### config.mk
export PLATFORM = sky130hd
export DESIGN_NAME = ps2_hit_encoder
export DESIGN_NICKNAME = d
export VERILOG_FILES = /design/src/rtl/ps2_hit_encoder_pkg.sv /design/src/rtl/ps2_byte_rx.sv /design/src/rtl/ps2_hit_encoder.sv
export SDC_FILE = /design/constraint.sdc
export NUM_CORES = 1
export LEC_CHECK = 0
export BUFFER_PORTS_ARGS = -buffer_cell sky130_fd_sc_hd__buf_2
export CAP_MARGIN = 25
export CORE_MARGIN = 2
export CORE_UTILIZATION = 40
export CTS_CLUSTER_SIZE = 10
export DETAILED_ROUTE_END_ITERATION = 8
export PLACE_DENSITY_LB_ADDON = 0.1
export SYNTH_ARGS = -nofsm -noshare
export SYNTH_HDL_FRONTEND = slang
export SYNTH_HIERARCHICAL = 1
export SYNTH_SLANG_ARGS = --single-unit
export TNS_END_PERCENT = 1
### constraint.sdc
create_clock -name clock -period 3.25 [get_ports clock]
set_clock_uncertainty 0.2 [all_clocks]
set_input_delay 0.4875 -clock clock [delete_from_list [all_inputs] [get_ports clock]]
set_output_delay 0.4875 -clock clock [all_outputs]
set_load 0.05 [all_outputs]
### src/rtl/ps2_hit_encoder_pkg.sv
// ps2_hit_encoder_pkg: scan codes, receiver states and hit codes for the PS/2 hit front end
package ps2_hit_encoder_pkg;
  localparam logic [7:0] KEY1_MAKE = 8'h16;
  localparam logic [7:0] KEY2_MAKE = 8'h1E;
  localparam logic [7:0] KEY3_MAKE = 8'h26;
  localparam logic [7:0] KEY4_MAKE = 8'h25;
  localparam logic [7:0] KEY5_MAKE = 8'h2E;
  localparam logic [7:0] BREAK_PREFIX = 8'hF0;
  localparam logic [7:0] EXT_PREFIX = 8'hE0;
  localparam logic [2:0] HIT_NONE = 3'd0;
  localparam logic [2:0] HIT_1 = 3'd1;
  localparam logic [2:0] HIT_2 = 3'd2;
  localparam logic [2:0] HIT_3 = 3'd3;
  localparam logic [2:0] HIT_4 = 3'd4;
  localparam logic [2:0] HIT_5 = 3'd5;
  typedef enum logic [1:0] {IDLE, DATA, PARITY, STOP} rx_state_e;
  function automatic logic [2:0] key_hit(input logic [7:0] code);
    return code == KEY1_MAKE ? HIT_1 :
           code == KEY2_MAKE ? HIT_2 :
           code == KEY3_MAKE ? HIT_3 :
           code == KEY4_MAKE ? HIT_4 :
           code == KEY5_MAKE ? HIT_5 : HIT_NONE;
  endfunction
  function automatic logic [4:0] hit_mask(input logic [2:0] hit);
    return hit == HIT_NONE ? 5'd0 : 5'd1 << (hit - 3'd1);
  endfunction
endpackage

### src/rtl/ps2_byte_rx.sv
// ps2_byte_rx: synchronises the PS/2 lines and deframes 11-bit frames into checked bytes
module ps2_byte_rx
  import ps2_hit_encoder_pkg::*;
#(
  parameter int TIMEOUT_CYCLES = 50000
) (
  input  logic       clock,
  input  logic       reset,
  input  logic       ps2_clk_i,
  input  logic       ps2_dat_i,
  output logic [7:0] byte_o,
  output logic       byte_valid_o,
  output logic       frame_error_o
);
  localparam int TW = $clog2(TIMEOUT_CYCLES + 1);
  logic [1:0] clk_sync_q, dat_sync_q;
  logic clk_prev_q;
  rx_state_e state_q, state_d;
  logic [2:0] cnt_q, cnt_d;
  logic [7:0] shift_q, shift_d;
  logic par_q, par_d;
  logic [TW-1:0] tmo_q, tmo_d;
  logic valid_q, valid_d, err_q, err_d;
  logic fall, dat, busy;
  assign fall = clk_prev_q & ~clk_sync_q[1];
  assign dat = dat_sync_q[1];
  assign busy = state_q != IDLE;
  assign byte_o = shift_q;
  assign byte_valid_o = valid_q;
  assign frame_error_o = err_q;
  // two-flop synchronisers plus the previous synced clock for falling-edge detection
  always_ff @(posedge clock or posedge reset)
    if (reset) begin
      clk_sync_q <= 2'b11;
      dat_sync_q <= 2'b11;
      clk_prev_q <= 1'b1;
    end else begin
      clk_sync_q <= {clk_sync_q[0], ps2_clk_i};
      dat_sync_q <= {dat_sync_q[0], ps2_dat_i};
      clk_prev_q <= clk_sync_q[1];
    end
  // frame state, shift register, timeout counter and result pulses
  always_ff @(posedge clock or posedge reset)
    if (reset) begin
      state_q <= IDLE;
      cnt_q <= '0;
      shift_q <= '0;
      par_q <= 1'b0;
      tmo_q <= '0;
      valid_q <= 1'b0;
      err_q <= 1'b0;
    end else begin
      state_q <= state_d;
      cnt_q <= cnt_d;
      shift_q <= shift_d;
      par_q <= par_d;
      tmo_q <= tmo_d;
      valid_q <= valid_d;
      err_q <= err_d;
    end
  // one frame bit per falling edge; a stalled frame is abandoned after the timeout
  always_comb begin
    state_d = state_q;
    cnt_d = cnt_q;
    shift_d = shift_q;
    par_d = par_q;
    tmo_d = busy ? tmo_q + TW'(1) : '0;
    valid_d = 1'b0;
    err_d = 1'b0;
    if (fall) begin
      tmo_d = '0;
      case (state_q)
        IDLE: begin
          state_d = dat ? IDLE : DATA;
          cnt_d = '0;
        end
        DATA: begin
          shift_d = {dat, shift_q[7:1]};
          cnt_d = cnt_q + 3'd1;
          state_d = cnt_q == 3'd7 ? PARITY : DATA;
        end
        PARITY: begin
          par_d = dat;
          state_d = STOP;
        end
        default: begin
          valid_d = dat & (^{shift_q, par_q});
          err_d = ~(dat & (^{shift_q, par_q}));
          state_d = IDLE;
        end
      endcase
    end else if (busy && tmo_q == TW'(TIMEOUT_CYCLES - 1)) begin
      state_d = IDLE;
      tmo_d = '0;
      err_d = 1'b1;
    end
  end
endmodule

### src/rtl/ps2_hit_encoder.sv
// ps2_hit_encoder: turns PS/2 make/break codes for keys 1..5 into one hit code per press
module ps2_hit_encoder
  import ps2_hit_encoder_pkg::*;
#(
  parameter int HOLD_CYCLES = 1,
  parameter int TIMEOUT_CYCLES = 50000
) (
  input  logic       clock,
  input  logic       reset,
  input  logic       ps2_clk,
  input  logic       ps2_dat,
  output logic [2:0] hit_code,
  output logic [4:0] key_down,
  output logic       frame_error
);
  localparam int HW = $clog2(HOLD_CYCLES + 1);
  logic [7:0] rx_byte;
  logic rx_valid;
  logic brk_q, brk_d, ext_q, ext_d;
  logic [4:0] down_q, down_d;
  logic [2:0] hit_q, hit_d, key;
  logic [HW-1:0] hold_q, hold_d;
  logic [4:0] mask;
  ps2_byte_rx #(.TIMEOUT_CYCLES(TIMEOUT_CYCLES)) u_rx (
    .clock(clock),
    .reset(reset),
    .ps2_clk_i(ps2_clk),
    .ps2_dat_i(ps2_dat),
    .byte_o(rx_byte),
    .byte_valid_o(rx_valid),
    .frame_error_o(frame_error)
  );
  assign key = key_hit(rx_byte);
  assign mask = hit_mask(key);
  assign hit_code = hit_q;
  assign key_down = down_q;
  // decoder flags, held-key map and the hit output with its hold counter
  always_ff @(posedge clock or posedge reset)
    if (reset) begin
      brk_q <= 1'b0;
      ext_q <= 1'b0;
      down_q <= '0;
      hit_q <= HIT_NONE;
      hold_q <= '0;
    end else begin
      brk_q <= brk_d;
      ext_q <= ext_d;
      down_q <= down_d;
      hit_q <= hit_d;
      hold_q <= hold_d;
    end
  // prefixes arm flags, breaks release keys, first make of an idle key fires a hit
  always_comb begin
    brk_d = brk_q;
    ext_d = ext_q;
    down_d = down_q;
    hit_d = hold_q <= HW'(1) ? HIT_NONE : hit_q;
    hold_d = hold_q == '0 ? '0 : hold_q - HW'(1);
    if (rx_valid) begin
      if (rx_byte == BREAK_PREFIX) brk_d = 1'b1;
      else if (rx_byte == EXT_PREFIX) ext_d = 1'b1;
      else if (ext_q) begin
        ext_d = 1'b0;
        brk_d = 1'b0;
      end else if (brk_q) begin
        brk_d = 1'b0;
        down_d = down_q & ~mask;
      end else if (|mask && ~|(down_q & mask)) begin
        down_d = down_q | mask;
        hit_d = key;
        hold_d = HW'(HOLD_CYCLES);
      end
    end
  end
endmodule
* After elaboration in Yosys (flattened, before gate mapping) *
Cells that the tools add are included.

word-level totals
  bits of input ports = 4
  word-level logic and storage cells = 102
  output and inout port bits = 9
  register bits = 48

cells by class
  reductions and logical operators = 19
  shifts and indexed selects = 1
  eq/ne operators = 12
  muxes and demuxes = 39
  bitwise gates (word level) = 11
  $lt $le $gt $ge = 1
  add/sub/neg operators = 4

operators with widths
  operator                                         count
  2-to-1 mux 16 bit                                3
  2-to-1 mux 3 bit                                 12
  == test 8 x 6 -> 1 bit, second input constant    3
  adder 16 x 1 -> 16 bit, second input constant    1
  == test 16 bit, second input constant            1
  == test 8 x 5 -> 1 bit, second input constant    2
  == test 8 bit, second input constant             2
  2-to-1 mux 1 bit                                 16
  2-to-1 mux 5 bit                                 3
  AND 5 bit                                        2
  AND reduction 2 bit                              5
  OR reduction 5 bit                               2
  XOR reduction 9 bit                              1
  nonzero test 2 bit                               4
  2-to-1 mux 2 bit                                 3
  one-hot mux 2 bit (3 select lines)               1
  one-hot mux 3 bit (2 select lines)               1
  NOT 1 bit                                        5
  NOT 5 bit                                        1
  bitwise OR 5 bit                                 1
  AND reduction 5 bit                              1
  left shift 1 x 3 -> 5 bit, first input constant  1
  adder 3 x 1 -> 3 bit, second input constant      1
  == test 3 bit, second input constant             1
  12 further kinds                                 14

* Depth between registers and ports, before layout *
Gate-level depths: netlist (run 1).

  depth in word-level cells = 19
  depth in mapped cells = 11
  depth with buffers taken out = 10

* By module *
Netlist (run 1), hierarchy kept.

modules (own cells, without submodules)
  module           seq. area each (µm²)  times used  cells an instance  area an instance (µm²)
  ps2_byte_rx      932.1                 1           154                1,740.4
  ps2_hit_encoder  250.2                 1           80                 764.5

* Worst setup path before layout (run 1) *
OpenSTA, ideal clock, no wires.

  path kind = register to register
  start = reg u_rx.shift_q[5] (netlist: u_rx/byte_o[5])
  end = reg hit_q[0] (netlist: hit_code[0])
  library setup time = 67 ps
  clock period less this slack = 2,509 ps
  data arrival time = 2,243 ps
  cell stages (with the launch flop) = 12
  required time = 2,983 ps
  slack = 741 ps
  path buffers = 2
  path through = dfrtp_1 buf_6 nor2b_4 buf_6 or2_2 nand2_1 ha_1 and4b_2 a31o_2 nand2_1 o311a_1 o2111a_1

on the way
  cells in the longest elaborated chain, start to end = 19
  elaborated cells on any way between the ends = 27
  classes of those cells = add/sub (1); eq/ne (7); shift (1); mux (12); bitwise (1); reduce/logical (5)

ends and longest elaborated chain
  what                       line                       RTL
  from (decl)                ps2_byte_rx.sv:20          logic [7:0] shift_q, shift_d;
  from (signal assigned)     ps2_byte_rx.sv:55          shift_q <= shift_d;
  == test 8 x 6 -> 1 bit     ps2_hit_encoder_pkg.sv:22  code == KEY5_MAKE ? HIT_5 : HIT_NONE;
  2-to-1 mux 3 bit           ps2_hit_encoder_pkg.sv:22
  2-to-1 mux 3 bit           ps2_hit_encoder_pkg.sv:21  code == KEY4_MAKE ? HIT_4 :
  2-to-1 mux 3 bit           ps2_hit_encoder_pkg.sv:20  code == KEY3_MAKE ? HIT_3 :
  2-to-1 mux 3 bit           ps2_hit_encoder_pkg.sv:19  code == KEY2_MAKE ? HIT_2 :
  2-to-1 mux 3 bit           ps2_hit_encoder_pkg.sv:18  return code == KEY1_MAKE ? HIT_1 :
  subtractor 3 x 1 -> 3 bit  ps2_hit_encoder_pkg.sv:25  return hit == HIT_NONE ? 5'd0 : 5'd1 << (hit - 3'd1);
  left shift 1 x 3 -> 5 bit  ps2_hit_encoder_pkg.sv:25
  [4 not listed]             n/a
  logical AND 1 bit          ps2_hit_encoder.sv:68      end else if (|mask && ~|(down_q & mask)) begin
  2-to-1 mux 3 bit           ps2_hit_encoder.sv:68
  2-to-1 mux 3 bit           ps2_hit_encoder.sv:65      end else if (brk_q) begin
  2-to-1 mux 3 bit           ps2_hit_encoder.sv:62      else if (ext_q) begin
  2-to-1 mux 3 bit           ps2_hit_encoder.sv:61      else if (rx_byte == EXT_PREFIX) ext_d = 1'b1;
  2-to-1 mux 3 bit *         ps2_hit_encoder.sv:60      if (rx_byte == BREAK_PREFIX) brk_d = 1'b1;
  2-to-1 mux 3 bit *         ps2_hit_encoder.sv:59      if (rx_valid) begin
  named net hit_d[0]         ps2_hit_encoder.sv:21      logic [2:0] hit_q, hit_d, key;
  to (signal assigned)       ps2_hit_encoder.sv:49      hit_q <= hit_d;
  to (decl)                  ps2_hit_encoder.sv:21

Mark *: on every way through the listed nets, which the timed path passes. The rest lies on a longest branch.
A chain may end at the register's enable or synchronous reset.

* Final worst setup path (run 1) *
  start = reg u_rx.shift_q[6] (netlist: u_rx/byte_o[6])
  end = reg hit_q[0] (netlist: hit_code[0])

The elaborated chain is that of the path after synthesis.

==> impl_results.md, run 1 <==
- Worst ir drop on vdd: 0.246 mV
- Detailed-route wire length per cell: 14.0 µm
- Total Power: 1.62 mW
- Worst Hold Class: in -> reg
- Number of remaining DRC errors: 0
- Most used flip-flop cell after synthesis: dfrtp_1
- Nets in the synthesized netlist: 242
- Total die area: 6910 µm²
- Cell Pwr Density: 597 nW/µm²
- Slew of the pin with the lowest slew margin: 0.472 ns
- Layout cells sized above 1: 26.2%
- Main combinational cell family by area after synthesis: simple AND/OR/NAND/NOR gates
- Sort of element at the end of the critical path: flip-flop
- Crit Path Category: reg -> reg
- Row cnt: 28
- Post-synthesis xor/xnor area fraction: 6.49%
- Total iterations of the first detailed-routing run: 4
- Diode count: 0
- Setup slack at placement: 0.531 ns
- Final HPWL from detailed placement: 3210 µm
- Clk root buf: clkbuf_8
- Final worst path period share: 85.5%
- Multiplexer fraction of the synthesized cell area: 6.49%
- Commonest cells after routing, fill and taps aside: 42 x dfrtp_1, 19 x nand2_1, 13 x a21oi_1, 12 x nor2_2, 12 x buf_2
- Weighted congestion at the end of routability-driven global placement: 0.854
- Core Area: 5990 µm²
- Number of global-route vias before repair: 1786
- Setup crit start kind: flip-flop
- Min Tclk post-route: 2.78 ns
- Min-Delay Path Depth: 1
- Width of the die: 83.1 µm
- Final setup violation count: 0
- Quantity of I/O buffers inserted on ports: 12
- Maximum net fanout on the critical path: 8
- Reg-to-reg slack, setup: 0.47 ns
- Ports placed on the boundary: 13
- Vias after detailed routing: 1711
- Area growth syn-to-layout: 8.24%
- LEAKAGE: 1.17 nW
- TritonCTS clock tree: done
- Routed via count divided by cell count: 5.23
- Filler cell count in the final layout: 580
- Maximum number of pins on one net before global-route repair: 38
- Reg area: 1180 µm²
- Die Span Y: 83.1 µm
- Global-route usage over all layers: 14.6%
- Leading cell type in the layout, fill and taps excluded: dfrtp_1
- Post-synthesis instance area: 2500 µm²
- Required @ worst endpoint: 3.28 ns
- Critical path's most frequent cell: nand2_1
- Critical path buffer and inverter count: 0
- Distinct cell type count after synthesis: 55
- Reg clk slew, reported paths: 0.09 ns
- Effective utilization at floorplan: 41.8%
- Standard cell with the maximum stage delay on the critical path: dfrtp_1
- Hold Fails Final Rpt: 0
- Critical Path AT: 2.81 ns
- Highest cell delay on the worst timing path: 0.48 ns
- RSZ-0062 raised after global routing: no
- Clock insertion delay at the later pin of the skew report: 0.29 ns
- Accumulated negative setup slack: 0 ns
- Simple-Gate Fraction of Synth Area: 25.4%
- Remaining Overflow, GRT: 0
- Avg Inst Size Synth: 10.7 µm²
- Run status: finished, final reports clean
- Clock Path Buffers: 2
- Synthesized-area fraction occupied by ao, oa, aoi and oai cells: 8.39%
- Wirelength, routed: 4590 µm
- Reg2Reg Depth: 9
- Post-synthesis async set-or-reset flop share: 100%
- Number of CTS-inserted buffers: 5
- Sequential cell area fraction in the yosys report: 47.2%
- Setup ws final: 0.472 ns
- Footprint of the multi-input gates: 1220 µm²
- Wire length of the first global-routing pass: 8390 µm
- Count of flip-flops with a built-in enable after synthesis: 0
- Yosys reg bits: 47
- 1st-iter DRT viols: 59
- Count of clock tree sinks: 47
- Endpoint of the worst hold path: u_rx/dat_sync_q[0]$_DFF_PP1_
- Total count of max-transition violations in the final report: 0
- Cell Chain, Critical Path: nor3b_4 -> and2_1 -> nand2_1 -> ha_1 -> and4b_2 -> a31o_2 -> nand2_1 -> o311a_1 -> o2111a_1
- Fmax: 360 MHz
- Reg2reg end: hit_code[0]$_DFF_PP0_
- Count of warnings emitted by yosys: 6
- Start point of the worst hold path: ps2_dat
- Startpoint of the lowest-slack register-to-register path: u_rx/byte_o[6]$_DFFE_PP0P_
- Worst rel slew slack: 68.1%
- Max-cap viol count: 0
- Cells after Synth: 234
- Worst path top cell family by delay: simple AND/OR/NAND/NOR gates
- Antenna violations before repair: 0
- Share of synthesized cell area in full adder, half adder and majority cells: 2.00%
- Final #Nets: 259
- Number of levels the H-tree was split into: 2
- Number of nets with antenna violations after detailed routing: 0
-- worst register-to-register path: stages (launching register included) --
cell and delay, ns:
dfrtp_1 0.48, nor3b_4 0.30, and2_1 0.35, nand2_1 0.10, ha_1 0.35, and4b_2 0.22, a31o_2 0.21, nand2_1 0.09
o311a_1 0.22, o2111a_1 0.20
-- cell usage after synthesis (5+ instances only) --
library cell,count,share of area [%]
o21ai_0,8,1.6
nand3_1,10,2.0
xnor2_1,11,3.8
nor2_2,12,3.0
nor2_1,11,1.6
or3_1,6,1.5
dfrtp_1,42,42
nand2_1,19,2.8
mux2_2,10,4.5
a21oi_1,13,2.6
inv_1,8,1.2
xor2_1,5,1.7
mux2i_1,5,2.0
dfstp_2,5,5.2
-- worst max path at each step --
stage,start,cells after the start,slack (ns),to
3_5_place_dp,u_rx/byte_o[6]$_DFFE_PP0P_,9,0.53,hit_code[0]$_DFF_PP0_
6_report,u_rx/byte_o[6]$_DFFE_PP0P_,9,0.47,hit_code[0]$_DFF_PP0_
4_1_cts,u_rx/byte_o[6]$_DFFE_PP0P_,9,0.49,hit_code[0]$_DFF_PP0_
5_1_grt,u_rx/byte_o[6]$_DFFE_PP0P_,9,0.27,hit_code[0]$_DFF_PP0_
3_3_place_gp,u_rx/byte_o[6]$_DFFE_PP0P_,9,0.59,hit_code[0]$_DFF_PP0_
2_1_floorplan,u_rx/byte_o[5]$_DFFE_PP0P_,11,0.74,hit_code[0]$_DFF_PP0_
-- repair_timing --
| action | CTS | global route |
|---|---|---|
| resized for setup | 0 | 0 |
| hold buffers | 1 | 0 |
| setup buffers | 0 | 0 |
| endpoints found under the hold margin | 10 | 0 |
-- layer usage --
metal / global-route usage [%] / up-vias / share of wire, %
li1: - / 860 / -
met1: 18.7 / 825 / 48
met2: 24.6 / 24 / 49
met3: 3.18 / 2 / 3.2
met4: 4.77 / 0 / 0.52
met5: 0 / - / 0
-- layout make-up --
class	instances	area share, %
Timing Repair Buffer	17	3.69
Inverter	8	1.11
Clock buffer	5	2.54
Tap cell	75	3.46
Sequential cell	47	43.6
Multi-Input combinational cell	172	45.0
Clock inverter	3	0.554
-- report_power, final --
| part | internal [mW] | leakage (nW) | switching [mW] |
|---|---|---|---|
| Sequential | 0.654 | 0.624 | 0.117 |
| Combinational | 0.270 | 0.500 | 0.236 |
| Clock | 0.148 | 0.0477 | 0.193 |
| Total | 1.07 | 1.17 | 0.547 |
-- cells by family after synthesis --
kind of cell,Yosys count
multiplexers,15
adder cells (fa/ha/maj),4
XOR/XNOR,17
AND/OR/NAND/NOR,103
buffers and inverters,15
AO/OA/AOI/OAI,33
flip-flops,47
-- per-stage QoR --
| stage | utilization (%) | std cells | cell area [µm²] | hold WS (ns) |
|---|---|---|---|---|
| after floorplan | - | 234 | 2500 | 0.128 |
| after global placement | 43.7 | 318 | 2620 | 0.146 |
| after detailed placement | 43.7 | 318 | 2620 | 0.147 |
| after CTS | 45.3 | 327 | 2710 | 0.0600 |
| after global routing | 45.3 | 327 | 2710 | 0.0536 |
| final | 45.3 | 327 | 2710 | 0.0807 |
(Power assumes the default switching activity.)
==> inputs of run 2 (changes only) <==
CELL_PAD_IN_SITES_DETAIL_PLACEMENT = 0   (was unset)
CELL_PAD_IN_SITES_GLOBAL_PLACEMENT = 1   (was unset)
==> impl_results.md, run 2 (synthesized netlist as in run 1, its figures left out) <==
- Slew of the pin with the lowest slew margin: 0.504 ns (+0.0320 ns)
- Start point of the worst hold path: ps2_clk
- Number of levels the H-tree was split into: 2 (unchanged)
- Global-route usage over all layers: 14.5% (-0.12 points)
- Number of global-route vias before repair: 1724 (-3.5%)
- Reg2reg end: hit_code[0]$_DFF_PP0_
- Wirelength, routed: 4610 µm (+0.63%)
- Final HPWL from detailed placement: 3160 µm (-1.7%)
- Wire length of the first global-routing pass: 8220 µm (-2.1%)
- Die Span Y: 83.1 µm (unchanged)
- Layer carrying the most global-route usage: met2
- Fmax: 364 MHz (+1.2%)
- Net Sw Power: 0.556 mW (+1.6%)
- Commonest cells after routing, fill and taps aside: 42 x dfrtp_1, 19 x nand2_1, 13 x a21oi_1, 12 x nor2_2, 12 x buf_2
- 1st-iter DRT viols: 68 (+15%)
- Max-cap viol count: 0 (unchanged)
- Met3 usage: 2.98% (-0.20 points)
- Vias after detailed routing: 1721 (+0.58%)
- Global routing usage on met2: 23.7% (-0.88 points)
- Endpoint of the worst hold path: u_rx/clk_sync_q[0]$_DFF_PP1_
- Worst rel slew slack: 66.4% (-1.7 points)
- Total iterations of the first detailed-routing run: 4 (unchanged)
- Detailed-route wire length per cell: 14.2 µm (+0.94%)
- Final setup violation count: 0 (unchanged)
- Row cnt: 28 (unchanged)
- Count of clock tree sinks: 47 (unchanged)
- Weighted congestion at the end of routability-driven global placement: 0.780 (-8.7%)
- Remaining Overflow, GRT: 0 (unchanged)
- Part of the power in registers: 48.7% (+1.0 points)
- Cell Int Power: 1.07 mW (-0.50%)
- Cell Pwr Density: 599 nW/µm² (+0.44%)
- Final #Nets: 258 (-0.39%)
- Accumulated negative setup slack: 0 ns (unchanged)
- Diode count: 0 (unchanged)
- Clk network pwr share: 21.9% (+0.8 points)
- Critical Path AT: 2.79 ns (-0.02 ns)
- Leading cell type in the layout, fill and taps excluded: dfrtp_1
- Clock Path Buffers: 2 (unchanged)
- Maximum number of pins on one net before global-route repair: 38 (unchanged)
- CTS resizes: 0 (unchanged)
- Post-CTS setup buffer count: 0 (unchanged)
- Area growth syn-to-layout: 7.99%
- Min-Delay Path Depth: 1 (unchanged)
- Crit Path Category: reg -> reg
- Startpoint of the lowest-slack register-to-register path: u_rx/byte_o[6]$_DFFE_PP0P_
- Hold Fails Final Rpt: 0 (unchanged)
- Clk root buf: clkbuf_8
- Layout cells sized above 1: 25.5% (-0.69 points)
- Met1 GRT Util: 19.4% (+0.64 points)
- Setup crit start kind: flip-flop
- Number of nets with antenna violations after detailed routing: 0 (unchanged)
- Worst ir drop on vdd: 0.353 mV (+44%)
- Required @ worst endpoint: 3.29 ns (about the same)
- TritonCTS clock tree: done
- Number of remaining DRC errors: 0 (unchanged)
- Min Tclk post-route: 2.74 ns (-0.0340 ns)
- Reg2Reg Depth: 9 (unchanged)
- Reg-to-reg slack, setup: 0.51 ns (+0.03 ns)
- Final worst path period share: 84.4% (-1.0 points)
- Worst Hold Class: in -> reg
- Setup slack at placement: 0.547 ns (+0.0167 ns)
- Reg clk slew, reported paths: 0.09 ns (about the same)
- Total die area: 6910 µm² (unchanged)
- Setup ws final: 0.506 ns (+0.0340 ns)
- Run status: finished, final reports clean
- Antenna violations before repair: 0 (unchanged)
- Width of the die: 83.1 µm (unchanged)
- Number of CTS-inserted buffers: 5 (unchanged)
- Clock insertion delay at the later pin of the skew report: 0.30 ns (about the same)
- Core Area: 5990 µm² (unchanged)
- Combinational share of power: 29.5% (-1.8 points)
- Effective utilization at floorplan: 41.8% (unchanged)
- Quantity of I/O buffers inserted on ports: 12 (unchanged)
- Sort of element at the end of the critical path: flip-flop
- Routed via count divided by cell count: 5.28 (+0.89%)
- RSZ-0062 raised after global routing: no
- LEAKAGE: 1.16 nW (-0.98%)
- Ports placed on the boundary: 13 (unchanged)
- Switching Share: 34.3% (+0.47 points)
- Maximum net fanout on the critical path: 8 (unchanged)
- Total count of max-transition violations in the final report: 0 (unchanged)
==> run 2: changes by cell type in the layout (fill, tap and decap cells not counted), sizes merged <==
cell and delta:
buf -1, clkbuf +1, clkinvlp +1, clkinv -2
==> run 2: layer usage <==
metal | part of all wire, % | up-vias | routed length [µm]
met4 | 0.93 | 0 | 43
li1 | - | 862 | -
met1 | 51 | 837 | 2350
met2 | 46 | 18 | 2110
met5 | 0 | - | 0
met3 | 2.4 | 4 | 111
==> run 2: power by group through the flow <==
| stage | combinational, mW | clock [mW] | sequential (mW) |
|---|---|---|---|
| after global routing | 0.536 | 0.388 | 0.809 |
| after CTS | 0.482 | 0.371 | 0.791 |
| after floorplan | 0.471 | 0 | 0.748 |
| after global placement | 0.480 | 0 | 0.801 |
| after detailed placement | 0.477 | 0 | 0.803 |
| final | 0.478 | 0.354 | 0.789 |
==> run 2: area by class of cell <==
| class | instances | area (µm²) |
|---|---|---|
| Tap cell | 75 | 93.8 |
| Clock buffer | 6 | 72.6 |
| Sequential cell | 47 | 1180 |
| Inverter | 8 | 30.0 |
| Multi-Input combinational cell | 172 | 1220 |
| Clock inverter | 2 | 12.5 |
| Timing Repair Buffer | 16 | 92.6 |
| Fill cell | 579 | 3290 |
==> run 2: what timing repair did <==
item	CTS	global route
setup endpoints to repair	0	0
hold buffers	1	0
hold endpoints to repair	10	0
==> run 2: worst max path at each step <==
stage | from | to | slack, ns | cells past startpoint
2_1_floorplan | u_rx/byte_o[5]$_DFFE_PP0P_ | hit_code[0]$_DFF_PP0_ | 0.74 | 11
3_3_place_gp | u_rx/byte_o[6]$_DFFE_PP0P_ | hit_code[0]$_DFF_PP0_ | 0.57 | 9
3_5_place_dp | u_rx/byte_o[6]$_DFFE_PP0P_ | hit_code[0]$_DFF_PP0_ | 0.55 | 9
4_1_cts | u_rx/byte_o[6]$_DFFE_PP0P_ | hit_code[0]$_DFF_PP0_ | 0.50 | 9
5_1_grt | u_rx/byte_o[7]$_DFFE_PP0P_ | flip-flop | 0.34 | 8
6_report | u_rx/byte_o[6]$_DFFE_PP0P_ | hit_code[0]$_DFF_PP0_ | 0.51 | 9
==> run 2: per-stage QoR <==
stage | hold slack (ns) | util [%] | std cells | power (mW) | instance area (µm²)
after floorplan | 0.128 | - | 234 | 1.22 | 2500
after global placement | 0.146 | 43.6 | 317 | 1.28 | 2610
after detailed placement | 0.147 | 43.6 | 317 | 1.28 | 2610
after CTS | 0.0649 | 45.2 | 326 | 1.64 | 2710
after global routing | 0.0557 | 45.2 | 326 | 1.73 | 2710
final | 0.0786 | 45.2 | 326 | 1.62 | 2710
==> run 2: critical path, stage by stage (launching register included) <==
cell and delay, ns:
dfrtp_1 0.48, nor3b_4 0.29, and2_1 0.35, nand2_1 0.10, ha_1 0.35, and4b_2 0.22, a31o_2 0.21, nand2_1 0.08
o311a_1 0.22, o2111a_1 0.20
==> inputs of run 3 (changes only) <==
clock period = 2.3 ns   (was 3.25 ns; I/O delays follow)
==> impl_results.md, run 3 (synthesized netlist as in run 1, its figures left out) <==
- Highest cell delay on the worst timing path: 0.43 ns (-0.05 ns)
- Worst ir drop on vdd: 0.524 mV (+48%)
- Effective utilization at floorplan: 41.8% (unchanged)
- Total die area: 6910 µm² (unchanged)
- Slew of the pin with the lowest slew margin: 0.484 ns (-0.0200 ns)
- Commonest cells after routing, fill and taps aside: 41 x dfrtp_1, 25 x buf_4, 17 x nand2_1, 13 x a21oi_1
- Ports placed on the boundary: 13 (unchanged)
- Min Tclk post-route: 2.29 ns (-0.459 ns)
- Number of nets with antenna violations after detailed routing: 0 (unchanged)
- Required @ worst endpoint: 2.33 ns (-0.96 ns)
- Post-layout instance area: 2940 µm² (+8.6%)
- Standard cell with the maximum stage delay on the critical path: dfrtp_2
- Width of the die: 83.1 µm (unchanged)
- Max Used Layer: met4
- Critical path buffer and inverter count: 0 (unchanged)
- Setup ws final: 0.0147 ns (-0.491 ns)
- Max-cap viol count: 0 (unchanged)
- Met1 wire length: 2500 µm (+6.3%)
- Clock insertion delay at the later pin of the skew report: 0.30 ns (about the same)
- Worst rel slew slack: 67.7% (+1.3 points)
- Core utilization of the finished layout: 49.0% (+3.9 points)
- Maximum number of pins on one net before global-route repair: 38 (unchanged)
- Detailed-route wire length per cell: 14.0 µm (-0.92%)
- Row cnt: 28 (unchanged)
- Setup crit start kind: flip-flop
- Quantity of I/O buffers inserted on ports: 12 (unchanged)
- Weighted congestion at the end of routability-driven global placement: 0.764 (-2.0%)
- Final HPWL from detailed placement: 3470 µm (+10%)
- Clk root buf: clkbuf_8
- Vias after detailed routing: 1780 (+3.4%)
- Clock Path Buffers: 2 (unchanged)
- Maximum net fanout on the critical path: 4 (-4)
- Area growth syn-to-layout: 17.3%
- Placed inst area: 2780 µm² (+6.5%)
- Global-route usage over all layers: 15.5% (+1.0 points)
- Number of levels the H-tree was split into: 2 (unchanged)
- Layout cells sized above 1: 34.5% (+9.0 points)
- Remaining Overflow, GRT: 0 (unchanged)
- Fmax: 438 MHz (+20%)
- Hold Slack: 0.160 ns (+0.0812 ns)
- Worst path top cell family by delay: simple AND/OR/NAND/NOR gates
- Diode count: 0 (unchanged)
- LEAKAGE: 1.31 nW (+13%)
- Startpoint of the lowest-slack register-to-register path: u_rx/byte_o[7]$_DFFE_PP0P_
- Start point of the critical path: u_rx/byte_o[7]$_DFFE_PP0P_
- Crit Path Category: reg -> reg
- Sort of element at the end of the critical path: flip-flop
- Core Area: 5990 µm² (unchanged)
- Number of global-route vias before repair: 1797 (+4.2%)
- Count of clock tree sinks: 47 (unchanged)
- Cell Chain, Critical Path: nor3b_4 -> and2_4 -> nand2_2 -> ha_4 -> nand2b_4 -> or4_4 -> a21oi_2 -> mux2i_1
- Wire length of the first global-routing pass: 8710 µm (+6.0%)
- Start point of the worst hold path: u_rx/clk_sync_q[0]$_DFF_PP1_
- Final worst path period share: 99.4% (+15 points)
- RSZ-0062 raised after global routing: yes
- Total met2 wirelength after detailed routing: 2250 µm (+6.7%)
- Reg clk slew, reported paths: 0.09 ns (about the same)
- Routed via count divided by cell count: 5.09 (-3.7%)
- Final #Nets: 282 (+9.3%)
- Setup slack at placement: -0.0137 ns (-0.561 ns)
- Wirelength, routed: 4910 µm (+6.4%)
- Final setup violation count: 0 (unchanged)
- Leading cell type in the layout, fill and taps excluded: dfrtp_1
- Cell Pwr Density: 868 nW/µm² (+45%)
- Antenna violations before repair: 0 (unchanged)
- Hold Fails Final Rpt: 0 (unchanged)
- TritonCTS clock tree: done
- Die Span Y: 83.1 µm (unchanged)
- Total count of max-transition violations in the final report: 0 (unchanged)
- Critical Path AT: 2.31 ns (-0.48 ns)
- Run status: finished, final reports clean
- Number of remaining DRC errors: 0 (unchanged)
- Met3 routed wirelength: 88 µm (-21%)
- Number of CTS-inserted buffers: 5 (unchanged)
- 1st-iter DRT viols: 89 (+31%)
- Worst Hold Class: reg -> reg
- Total iterations of the first detailed-routing run: 3 (-1)
==> run 3: changes by cell type in the layout (fill, tap and decap cells not counted), sizes merged <==
cell | before | now
dlygate4sd3 | 1 | 3
buf | 15 | 37
clkinvlp | 1 | 0
clkbuf | 6 | 5
clkinv | 1 | 3
==> run 3: final cells by class <==
class	instances	area, µm²
clock buffer	5	68.8
clock inverter	3	15.0
fill	573	3050
inverter	8	30.0
multi-input combinational	172	1270
sequential	47	1180
tap	75	93.8
timing repair buffer	40	278
==> run 3: path summary, 6_finish.rpt <==
check                      slack, ns                           end  cells after the start
setup reg to reg                0.01                     flip-flop                      8
hold reg to reg                 0.16  u_rx/clk_sync_q[1]$_DFF_PP1_                      0
min in group asynchronous       0.37    asynchronous set/reset pin                      3
max in group asynchronous       1.02    u_rx/byte_o[7]$_DFFE_PP0P_                      4
setup / recovery                0.01                     flip-flop                      8
hold / removal                  0.16  u_rx/clk_sync_q[1]$_DFF_PP1_                      0
==> run 3: timing repair <==
item                                   in CTS  in global routing
hold buffers                                3                  0
resized for setup                           2                  4
endpoints found under the hold margin      44                  0
setup endpoints to repair                   6                  6
buffers inserted                            3                  0
pin swaps                                   2                  5
gates cloned                                0                  0
==> run 3: report_power, final <==
part	switching, mW	internal (mW)	total [mW]
Sequential	0.0815	0.927	1.01
Combinational	0.477	0.569	1.05
Clock	0.285	0.209	0.494
==> run 3: per-layer routing <==
metal / vias to the layer above / GRT usage, %
met5: - / 0
met4: 0 / 4.92
met3: 6 / 3.28
met2: 12 / 24.3
met1: 852 / 21.5
li1: 910 / -
==> run 3: per-stage QoR <==
step | instances | total power [mW] | setup TNS (ns)
2_1_floorplan | 234 | 1.74 | -0.318
6_report | 350 | 2.55 | 0
3_3_place_gp | 336 | 2.03 | 0
3_5_place_dp | 336 | 2.02 | -0.0193
5_1_grt | 350 | 2.72 | -0.421
4_1_cts | 350 | 2.58 | -0.0105
